===== config.mk =====
export PLATFORM = sky130hd
export DESIGN_NAME = muldiv_sequencer_flat
export DESIGN_NICKNAME = d
export VERILOG_FILES = /design/src/rtl/muldiv_if.sv /design/src/rtl/muldiv_sequencer.sv /design/src/flat_wrapper.sv
export SDC_FILE = /design/constraint.sdc
export NUM_CORES = 2
export LEC_CHECK = 0
export BUFFER_PORTS_ARGS = -buffer_cell sky130_fd_sc_hd__buf_2
export CELL_PAD_IN_SITES_DETAIL_PLACEMENT = 0
export CELL_PAD_IN_SITES_GLOBAL_PLACEMENT = 1
export CORE_MARGIN = 1
export CORE_UTILIZATION = 50
export CTS_CLUSTER_DIAMETER = 50
export CTS_CLUSTER_SIZE = 20
export DETAILED_ROUTE_END_ITERATION = 7
export PLACE_DENSITY = 0.87
export SETUP_SLACK_MARGIN = 0.3
export SLEW_MARGIN = 40
export SYNTH_ARGS = -nofsm -noshare
export SYNTH_HDL_FRONTEND = slang
export SYNTH_SLANG_ARGS = --single-unit

===== constraint.sdc =====
create_clock -name clk -period 21.2 [get_ports clk]
set_input_delay 4.24 -clock clk [delete_from_list [all_inputs] [get_ports clk]]
set_output_delay 4.24 -clock clk [all_outputs]
set_load 0.02 [all_outputs]

===== src/rtl/muldiv_if.sv =====
// Request/response bundle between the execute stage and the mul/div sequencer.
//   master (EX side): drives req_valid, req_op, req_word, srca, srcb, flush;
//                     observes req_ready, stall, resp_valid, result.
//   slave (sequencer): the mirror image.
interface muldiv_if #(
    parameter int unsigned XLEN = 64
) ();
    logic            req_valid;
    logic [2:0]      req_op;
    logic            req_word;
    logic [XLEN-1:0] srca;
    logic [XLEN-1:0] srcb;
    logic            flush;
    logic            req_ready;
    logic            stall;
    logic            resp_valid;
    logic [XLEN-1:0] result;

    modport master (
        output req_valid, req_op, req_word, srca, srcb, flush,
        input  req_ready, stall, resp_valid, result
    );

    modport slave (
        input  req_valid, req_op, req_word, srca, srcb, flush,
        output req_ready, stall, resp_valid, result
    );
endinterface


===== src/rtl/muldiv_sequencer.sv =====
// Multi-cycle MUL/DIV/DIVU/MOD/MODU unit with its controller.
// Radix-2 shift-add multiply and restoring shift-subtract divide, one bit per
// cycle; divide-by-zero and signed overflow resolve in one cycle at accept.
// Ports:
//   clk, reset   clock, asynchronous active-high reset
//   bus (slave)  req_valid/req_op/req_word/srca/srcb/flush in,
//                req_ready/stall/resp_valid/result out
// Optional feature macro: MULDIV_EARLY_OUT_EN
//   MUL finishes once the remaining multiplier bits are zero, and a zero
//   multiplier takes the one-cycle fast path.
module muldiv_sequencer #(
    parameter int unsigned XLEN = 64
) (
    input  logic     clk,
    input  logic     reset,
    muldiv_if.slave  bus
);
    localparam int unsigned HALF = XLEN / 2;
    localparam int unsigned CW   = $clog2(XLEN);
    localparam logic [XLEN-1:0] MIN_X = XLEN'(1) << (XLEN - 1);
    localparam logic [HALF-1:0] MIN_H = HALF'(1) << (HALF - 1);

    typedef enum logic [1:0] {
        S_IDLE = 2'd0,
        S_BUSY = 2'd1,
        S_DONE = 2'd2
    } state_t;

    state_t          state;
    logic [CW-1:0]   count;
    logic            word_q;
    logic            is_div_q;
    logic            is_rem_q;
    logic            neg_q_q;   // quotient must be negated
    logic            neg_r_q;   // remainder must be negated
    logic [XLEN-1:0] opa;       // multiplicand, or dividend/quotient shift register
    logic [XLEN-1:0] opb;       // multiplier, or divisor magnitude
    logic [XLEN-1:0] acc;       // product, or partial remainder
    logic [XLEN-1:0] result_q;

    // Accept-time decode: operand magnitudes, signs and fast-path detection
    logic            acc_go;
    logic            is_div, is_signed, is_rem;
    logic [XLEN-1:0] a_ext, b_ext, a_src, b_src, a_mag, b_mag, q_load;
    logic            a_neg, b_neg, b_zero, a_min, b_m1;
    logic            spec_hit;
    logic [XLEN-1:0] spec_res;

    always_comb begin
        acc_go    = (state == S_IDLE) && bus.req_valid && !bus.flush;
        is_div    = (bus.req_op >= 3'd1) && (bus.req_op <= 3'd4);
        is_signed = (bus.req_op == 3'd1) || (bus.req_op == 3'd3);
        is_rem    = (bus.req_op == 3'd3) || (bus.req_op == 3'd4);

        a_ext = bus.req_word ? {{HALF{bus.srca[HALF-1]}}, bus.srca[HALF-1:0]} : bus.srca;
        b_ext = bus.req_word ? {{HALF{bus.srcb[HALF-1]}}, bus.srcb[HALF-1:0]} : bus.srcb;
        a_src = is_signed ? a_ext
                          : (bus.req_word ? {{HALF{1'b0}}, bus.srca[HALF-1:0]} : bus.srca);
        b_src = is_signed ? b_ext
                          : (bus.req_word ? {{HALF{1'b0}}, bus.srcb[HALF-1:0]} : bus.srcb);
        a_neg = is_signed && a_src[XLEN-1];
        b_neg = is_signed && b_src[XLEN-1];
        a_mag = a_neg ? -a_src : a_src;
        b_mag = b_neg ? -b_src : b_src;
        // W dividend sits in the upper half so its MSB is shifted out first
        q_load = (is_div && bus.req_word) ? (a_mag << HALF) : a_mag;

        b_zero = bus.req_word ? (bus.srcb[HALF-1:0] == '0) : (bus.srcb == '0);
        a_min  = bus.req_word ? (bus.srca[HALF-1:0] == MIN_H) : (bus.srca == MIN_X);
        b_m1   = bus.req_word ? (&bus.srcb[HALF-1:0]) : (&bus.srcb);

        spec_hit = 1'b0;
        spec_res = '0;
        if (is_div && b_zero) begin
            spec_hit = 1'b1;
            spec_res = is_rem ? a_ext : '1;
        end else if (is_signed && a_min && b_m1) begin
            // a_ext already equals sext(MIN_N) here
            spec_hit = 1'b1;
            spec_res = is_rem ? '0 : a_ext;
        end
`ifdef MULDIV_EARLY_OUT_EN
        else if (!is_div && b_zero) begin
            spec_hit = 1'b1;
            spec_res = '0;
        end
`endif
    end

    // One iteration of the active loop plus the sign/width fix-up of its outcome
    logic [XLEN-1:0] prod_nx, rem_nx, q_nx, raw, fin;
    logic [XLEN:0]   shifted, diff;
    logic            ge, last;

    always_comb begin
        prod_nx = opb[0] ? (acc + opa) : acc;
        shifted = {acc, opa[XLEN-1]};
        diff    = shifted - {1'b0, opb};
        ge      = !diff[XLEN];
        rem_nx  = ge ? diff[XLEN-1:0] : shifted[XLEN-1:0];
        q_nx    = {opa[XLEN-2:0], ge};

        if (!is_div_q)
            raw = prod_nx;
        else if (is_rem_q)
            raw = neg_r_q ? -rem_nx : rem_nx;
        else
            raw = neg_q_q ? -q_nx : q_nx;
        fin = word_q ? {{HALF{raw[HALF-1]}}, raw[HALF-1:0]} : raw;

        last = (count == '0);
`ifdef MULDIV_EARLY_OUT_EN
        if (!is_div_q && ((opb >> 1) == '0))
            last = 1'b1;
`endif
    end

    // Controller and datapath registers
    always_ff @(posedge clk or posedge reset) begin
        if (reset) begin
            state    <= S_IDLE;
            count    <= '0;
            word_q   <= 1'b0;
            is_div_q <= 1'b0;
            is_rem_q <= 1'b0;
            neg_q_q  <= 1'b0;
            neg_r_q  <= 1'b0;
            opa      <= '0;
            opb      <= '0;
            acc      <= '0;
            result_q <= '0;
        end else begin
            case (state)
                S_IDLE: begin
                    if (acc_go) begin
                        word_q   <= bus.req_word;
                        is_div_q <= is_div;
                        is_rem_q <= is_rem;
                        neg_q_q  <= a_neg ^ b_neg;
                        neg_r_q  <= a_neg;
                        if (spec_hit) begin
                            result_q <= spec_res;
                            state    <= S_DONE;
                        end else begin
                            opa   <= q_load;
                            opb   <= b_mag;
                            acc   <= '0;
                            count <= bus.req_word ? CW'(HALF - 1) : CW'(XLEN - 1);
                            state <= S_BUSY;
                        end
                    end
                end
                S_BUSY: begin
                    if (bus.flush) begin
                        state <= S_IDLE;
                    end else begin
                        if (is_div_q) begin
                            opa <= q_nx;
                            acc <= rem_nx;
                        end else begin
                            opa <= opa << 1;
                            opb <= opb >> 1;
                            acc <= prod_nx;
                        end
                        count <= count - CW'(1);
                        if (last) begin
                            result_q <= fin;
                            state    <= S_DONE;
                        end
                    end
                end
                S_DONE: begin
                    state <= S_IDLE;
                end
                default: begin
                    state <= S_IDLE;
                end
            endcase
        end
    end

    // Handshake outputs; stall lets EX advance in DONE so it captures the result
    assign bus.req_ready  = (state == S_IDLE);
    assign bus.stall      = ((state == S_IDLE) && bus.req_valid && !bus.flush) || (state == S_BUSY);
    assign bus.resp_valid = (state == S_DONE) && !bus.flush;
    assign bus.result     = result_q;
endmodule


===== src/flat_wrapper.sv =====
// flat-port wrapper written by rule: the top's interface ports become plain ports
module muldiv_sequencer_flat 
#(
    parameter int unsigned XLEN = 64
)
  (clk, reset, bus_req_valid, bus_req_op, bus_req_word, bus_srca, bus_srcb, bus_flush, bus_req_ready, bus_stall, bus_resp_valid, bus_result);
  muldiv_if #(.XLEN(XLEN)) bus_i ();
  input  logic clk;
  input  logic reset;
  input wire logic [$bits(bus_i.req_valid)-1:0] bus_req_valid;
  input wire logic [$bits(bus_i.req_op)-1:0] bus_req_op;
  input wire logic [$bits(bus_i.req_word)-1:0] bus_req_word;
  input wire logic [$bits(bus_i.srca)-1:0] bus_srca;
  input wire logic [$bits(bus_i.srcb)-1:0] bus_srcb;
  input wire logic [$bits(bus_i.flush)-1:0] bus_flush;
  output wire logic [$bits(bus_i.req_ready)-1:0] bus_req_ready;
  output wire logic [$bits(bus_i.stall)-1:0] bus_stall;
  output wire logic [$bits(bus_i.resp_valid)-1:0] bus_resp_valid;
  output wire logic [$bits(bus_i.result)-1:0] bus_result;
  assign bus_i.req_valid = bus_req_valid;
  assign bus_i.req_op = bus_req_op;
  assign bus_i.req_word = bus_req_word;
  assign bus_i.srca = bus_srca;
  assign bus_i.srcb = bus_srcb;
  assign bus_i.flush = bus_flush;
  assign bus_req_ready = bus_i.req_ready;
  assign bus_stall = bus_i.stall;
  assign bus_resp_valid = bus_i.resp_valid;
  assign bus_result = bus_i.result;
  muldiv_sequencer #(.XLEN(XLEN)) u_core (.clk(clk), .reset(reset), .bus(bus_i));
endmodule

# Word level (Yosys, flattened, before mapping)
# Cells that the tools add are included.
dict set report word_totals {
  elab_cells 117
  out_inout_bits 67
  inputBits 136
  regBits 269
}
dict set report op_classes {
  bitwise 1
  addsub 7
  n_eq_ne 14
  n_lt_le_gt_ge 2
  n_reduce_logical 27
  n_mux 55
}
# operator n
set ops {}
lappend ops {{two-way mux 64 bit} 35}
lappend ops {{case mux 64 bit (2 select lines)} 4}
lappend ops {{negator 64 bit} 4}
lappend ops {{subtractor 65 x 64 -> 65 bit} 1}
lappend ops {{adder 64 bit} 1}
lappend ops {{equality test 64 bit (second input constant)} 1}
lappend ops {{logical NOT 64 bit} 1}
lappend ops {{AND reduction 64 bit} 1}
lappend ops {{equality test 32 bit (second input constant)} 1}
lappend ops {{logical NOT 32 bit} 1}
lappend ops {{AND reduction 32 bit} 1}
lappend ops {{two-way mux 6 bit} 4}
lappend ops {{case mux 6 bit (2 select lines)} 1}
lappend ops {{logical AND 1 bit} 10}
lappend ops {{AND reduction 5 bit} 2}
lappend ops {{two-way mux 2 bit} 4}
lappend ops {{logical NOT 6 bit} 1}
lappend ops {{two-way mux 1 bit} 6}
lappend ops {{inequality test 2 x 1 -> 1 bit (second input constant)} 3}
lappend ops {{inequality test 2 bit (second input constant)} 3}
lappend ops {{subtractor 6 x 1 -> 6 bit (second input constant)} 1}
lappend ops {{case mux 2 bit (2 select lines)} 1}
lappend ops {{AND reduction 2 bit} 2}
lappend ops {{AND reduction 4 bit} 1}
lappend ops {{other kinds (13)} 16}

# Longest topological paths before layout
dict set report depth {
  word_depth 10
  mapped_depth 29
  ltp_nobuf 23
}

# Least setup slack after synthesis
# Ideal clock, no wire load.
dict set report synth_path {
  path_type {in2out}
  from {input port bus_flush}
  to {output port bus_stall}
  t_arrival_ps 5071
  t_required_ps 16960
  n_path_buf 1
  slack_ps 11889
  cell_stages 3
  cell_sequence {nand3b_1 > clkbuf_1 > a21oi_1}
}
dict set report synth_between {
  elab_chain_cells 3
}
# element line
set synth_rtl {}
lappend synth_rtl {{from (decl)} flat_wrapper.sv:15} ;# input wire logic [$bits(bus_i.flush)-1:0] bus_flush;
lappend synth_rtl {{logical NOT 1 bit} muldiv_sequencer.sv:184} ;# assign bus.stall = ((state == S_IDLE) && bus.req_valid && !bus.flush) || (state == S_BUSY);
lappend synth_rtl {{logical AND 1 bit} muldiv_sequencer.sv:184}
lappend synth_rtl {{logical OR 1 bit} muldiv_sequencer.sv:184}
lappend synth_rtl {{to (decl)} flat_wrapper.sv:17} ;# output wire logic [$bits(bus_i.stall)-1:0] bus_stall;
# Every way passes these cells.

# Final worst setup path
# Same ends and word-level chain as after synthesis.

==> results by group <==
Status
  • Status: finished clean

Floorplan
  • Ports: between 200 and 250
  • Cell row count: 92
  • Vert. Die Dim: 255 um
  • Starting Density: 50.7%
  • Placeable Area: 63,100 sq um
  • Total Die Area: 65,000 sq um
  • Width of the die: 255 um

Synth
  • Dominant cells by area after synthesis: dfrtp_1, a21oi_1, o21ai_0
  • Number of enable-type register cells in the synthesized netlist: 0
  • Share of Yosys cell area claimed by the top area cell type: 21.1%
  • Synthesized area per cell: 7.18 sq um
  • Synth warn: 0
  • Dominant synthesized flop cell: dfrtp_1
  • Fraction of registers with async set/reset: 100%
  • Synth unique cells: 122
  • Number of instances in the synthesized netlist: 4,452
  • Net count after synthesis: roughly 4.7k
  • Total of flip-flops plus latches after synthesis: about 270
  • Area leader, netlist: dfrtp_1
  • Post-synth top cells: nand2_1, a21oi_1, o21ai_0, nor2_1, dfrtp_1
  • Post-synthesis instance area: ~32,000 sq um
  • Sequential fraction of the synthesis area: 21.1%
  • Most frequently used cell type in the post-synthesis netlist: nand2_1

Route
  • Drt wl/cell: 25.6 um
  • Total iterations of the first detailed-routing run: 8
  • Overall via count from detail_route: between 30k and 40k
  • Final routed wirelength across all metal layers: 137 mm
  • Via density per instance: 6.77
  • Antenna-violating nets left: 0
  • DRC marker count from the first detailed-route iteration: 4,004
  • Residual DRC count: 0

STA
  • Slew headroom: a little under two fifths
  • Minimum hold slack: 0.472 ns
  • Count of endpoints failing setup in the final report: 0
  • Highest attainable clock frequency: between 0.1 and 0.15 GHz
  • RSZ-0062 raised after global routing: false
  • Number of hold-slack violations in the final timing report: 0
  • Total negative setup slack: 0 ns
  • Final critical delay including setup and external delays: 9.60 ns
  • Worst slew pin tran: 0.932 ns
  • Slew Limit Fails: 0
  • Final worst path period share: approximately 45%
  • Worst clock skew: 0.0196 ns

Clock tree
  • CTS resizes: 0
  • Root cell of the clock tree: clkbuf_16
  • Clock Path Buffers: 3
  • Total clock buffers created by CTS: 50
  • Post-CTS setup buffer count: 0
  • Clock tree from TritonCTS: done
  • Hold Buf Count CTS: 0
  • Total number of H-tree levels: 2
  • Clock insertion delay at the later pin of the skew report: slightly above 0.6 ns
  • Clock-pin slew on the worst setup and hold paths: 0.06 ns
  • Number of clock sinks: approximately 270

Worst setup path
  • Startpoint types: primary input
  • Worst EP arrival: about 5.4 ns
  • Crit Path Max Fanout: 15
  • CP Class: primary input to primary output
  • Critical Path RT: approximately 17 ns
  • Dominant cell type by count on the critical path: buf_2
  • Critical-path cell list: buf_2 -> nand3b_1 -> a21oi_1 -> buf_2
  • Kind of end point of the critical path: primary output
  • Highest-delay cell along the critical path: nand3b_1
  • Biggest cell delay along the critical path: 0.51 ns

Power
  • P per Cell Area: 188 nW/um^2
  • Leak: between 0.01 and 0.015 uW
  • Power consumption: 6620 uW
  • Max VDD drop: 106 uV

Worst hold path
  • Worst hold path type: flop to flop

Place
  • GPL Wtd Cong: 1.03
  • DP Cell Count: ~5.3k
  • DPL Wire Length: roughly 110 mm
  • Number of input and output port buffers inserted: between 200 and 250

GRT
  • Number of global-route vias before repair: around 33k
  • Pin count of the biggest net entering global routing: between 100 and 150
  • Wire length of the first global-routing pass: 203 mm
  • Overall overflow remaining after global route: 0
  • GRT Util Overall: slightly above 40%
  • Antenna violations before repair: 7

Flow run
  • Max-cap check violation count: 0

Finish
  • Layout cell share with drive strength beyond 1: 10.7%
  • Fin cells: 5,363
  • Area Growth Syn to Fin: 10.1%
  • Filler cell count: 6,320
  • Final-stage net count: approximately 4.7k
==> flip-flops by register name, summed over array words and instances, names as in the netlist <==
register	count
u_core.acc	64
u_core.bus.result	64
u_core.opa	64
u_core.opb	64
u_core.count	6
u_core.state	2
u_core.is_div_q	1
u_core.is_rem_q	1
u_core.neg_q_q	1
u_core.neg_r_q	1
u_core.word_q	1
==> cell type report <==
| type | instances | area (sq um) | area share, % |
|---|---|---|---|
| multi-input combinational | 3757 | 23700 | 67.2 |
| sequential | 269 | 6740 | 19.1 |
| timing repair buffer | 259 | 1460 | 4.14 |
| clock buffer | 56 | 1310 | 3.73 |
| tap | 846 | 1060 | 3.01 |
| inverter | 134 | 518 | 1.47 |
| clock inverter | 36 | 444 | 1.26 |
| antenna | 6 | 15.0 | 0.0427 |
==> critical path: cells and delay by family <==
kind            cells  cell delay [ns]
simple gates        1             0.51
compound gates      1             0.29
buf+inv             2             0.32
==> logic make-up (layout without fill, tap and decap cells) <==
| group | Yosys count | in the layout | share of synthesized area [%] |
|---|---|---|---|
| AOI/OAI and AO/OA | 1632 | 1632 | 33.0 |
| and+or+nand+nor | 1626 | 1626 | 24.8 |
| buffers and inverters | 426 | 485 | 5.45 |
| xor gates and xnor gates | 274 | 274 | 7.51 |
| DFF | 269 | 269 | 21.1 |
| adders and majority gates | 136 | 136 | 5.37 |
| muxes | 89 | 89 | 2.83 |
| other | 0 | 6 | 0 |
==> placed cells by master (no fill, tap or decap), types with 29 or more instances in the layout <==
master,n
nand3_1,88
a21o_1,66
dfrtp_1,266
inv_1,127
a21oi_1,457
xnor2_1,153
nand2_1,539
o21a_1,31
nor3_1,164
nor4_1,48
nor2_1,376
and3_1,48
or3_1,46
o211ai_1,52
buf_2,202
ha_1,134
a211oi_1,70
o21ai_0,429
xor2_1,121
mux2i_1,78
buf_4,52
nand4_1,71
or4_1,33
a22o_1,30
clkbuf_16,50
o21ai_1,29
a22oi_1,29
a31oi_1,48
o31ai_1,62
a221o_1,39
==> report_power, final <==
| part | internal (uW) | switching, uW | leakage, uW |
|---|---|---|---|
| Combinational | 1550 | 3190 | 0.0102 |
| Clock | 491 | 345 | 0.000845 |
| Sequential | 685 | 360 | 0.00336 |
| Total | 2720 | 3900 | 0.0144 |
==> worst paths after layout <==
kind | from | to | slack, ns | depth (start not counted)
min in group asynchronous | reset | u_core.bus.result[2] | 3.68 | 2
max in group asynchronous | reset | u_core.opb[56] | 15.79 | 4
max reg2reg | u_core.opb[0] | u_core.bus.result[62] | 13.57 | 22
max | bus_flush | bus_stall | 11.60 | 4
min reg2reg | u_core.bus.result[13] | u_core.bus.result[13] | 0.47 | 2
min | u_core.bus.result[13] | u_core.bus.result[13] | 0.47 | 2
==> per-stage QoR <==
stage | cell area (sq um) | utilization [%] | worst slack, ns
after floorplan | 32000 | - | 9.55
after global placement | 33300 | 52.8 | 11.22
after detailed placement | 33400 | 52.9 | 11.45
after CTS | 35200 | 55.7 | 11.61
after global routing | 35200 | 55.8 | 11.50
final | 35200 | 55.8 | 11.60
==> routing by layer <==
layer	vias to the layer above	global-route usage [%]	share of wire, %
li1	16700	-	-
met1	17300	51.5	39
met2	1873	63.8	44
met3	447	8.66	9.4
met4	2	27.9	7.7
met5	-	0	0.0095
(Power assumes the default switching activity.)
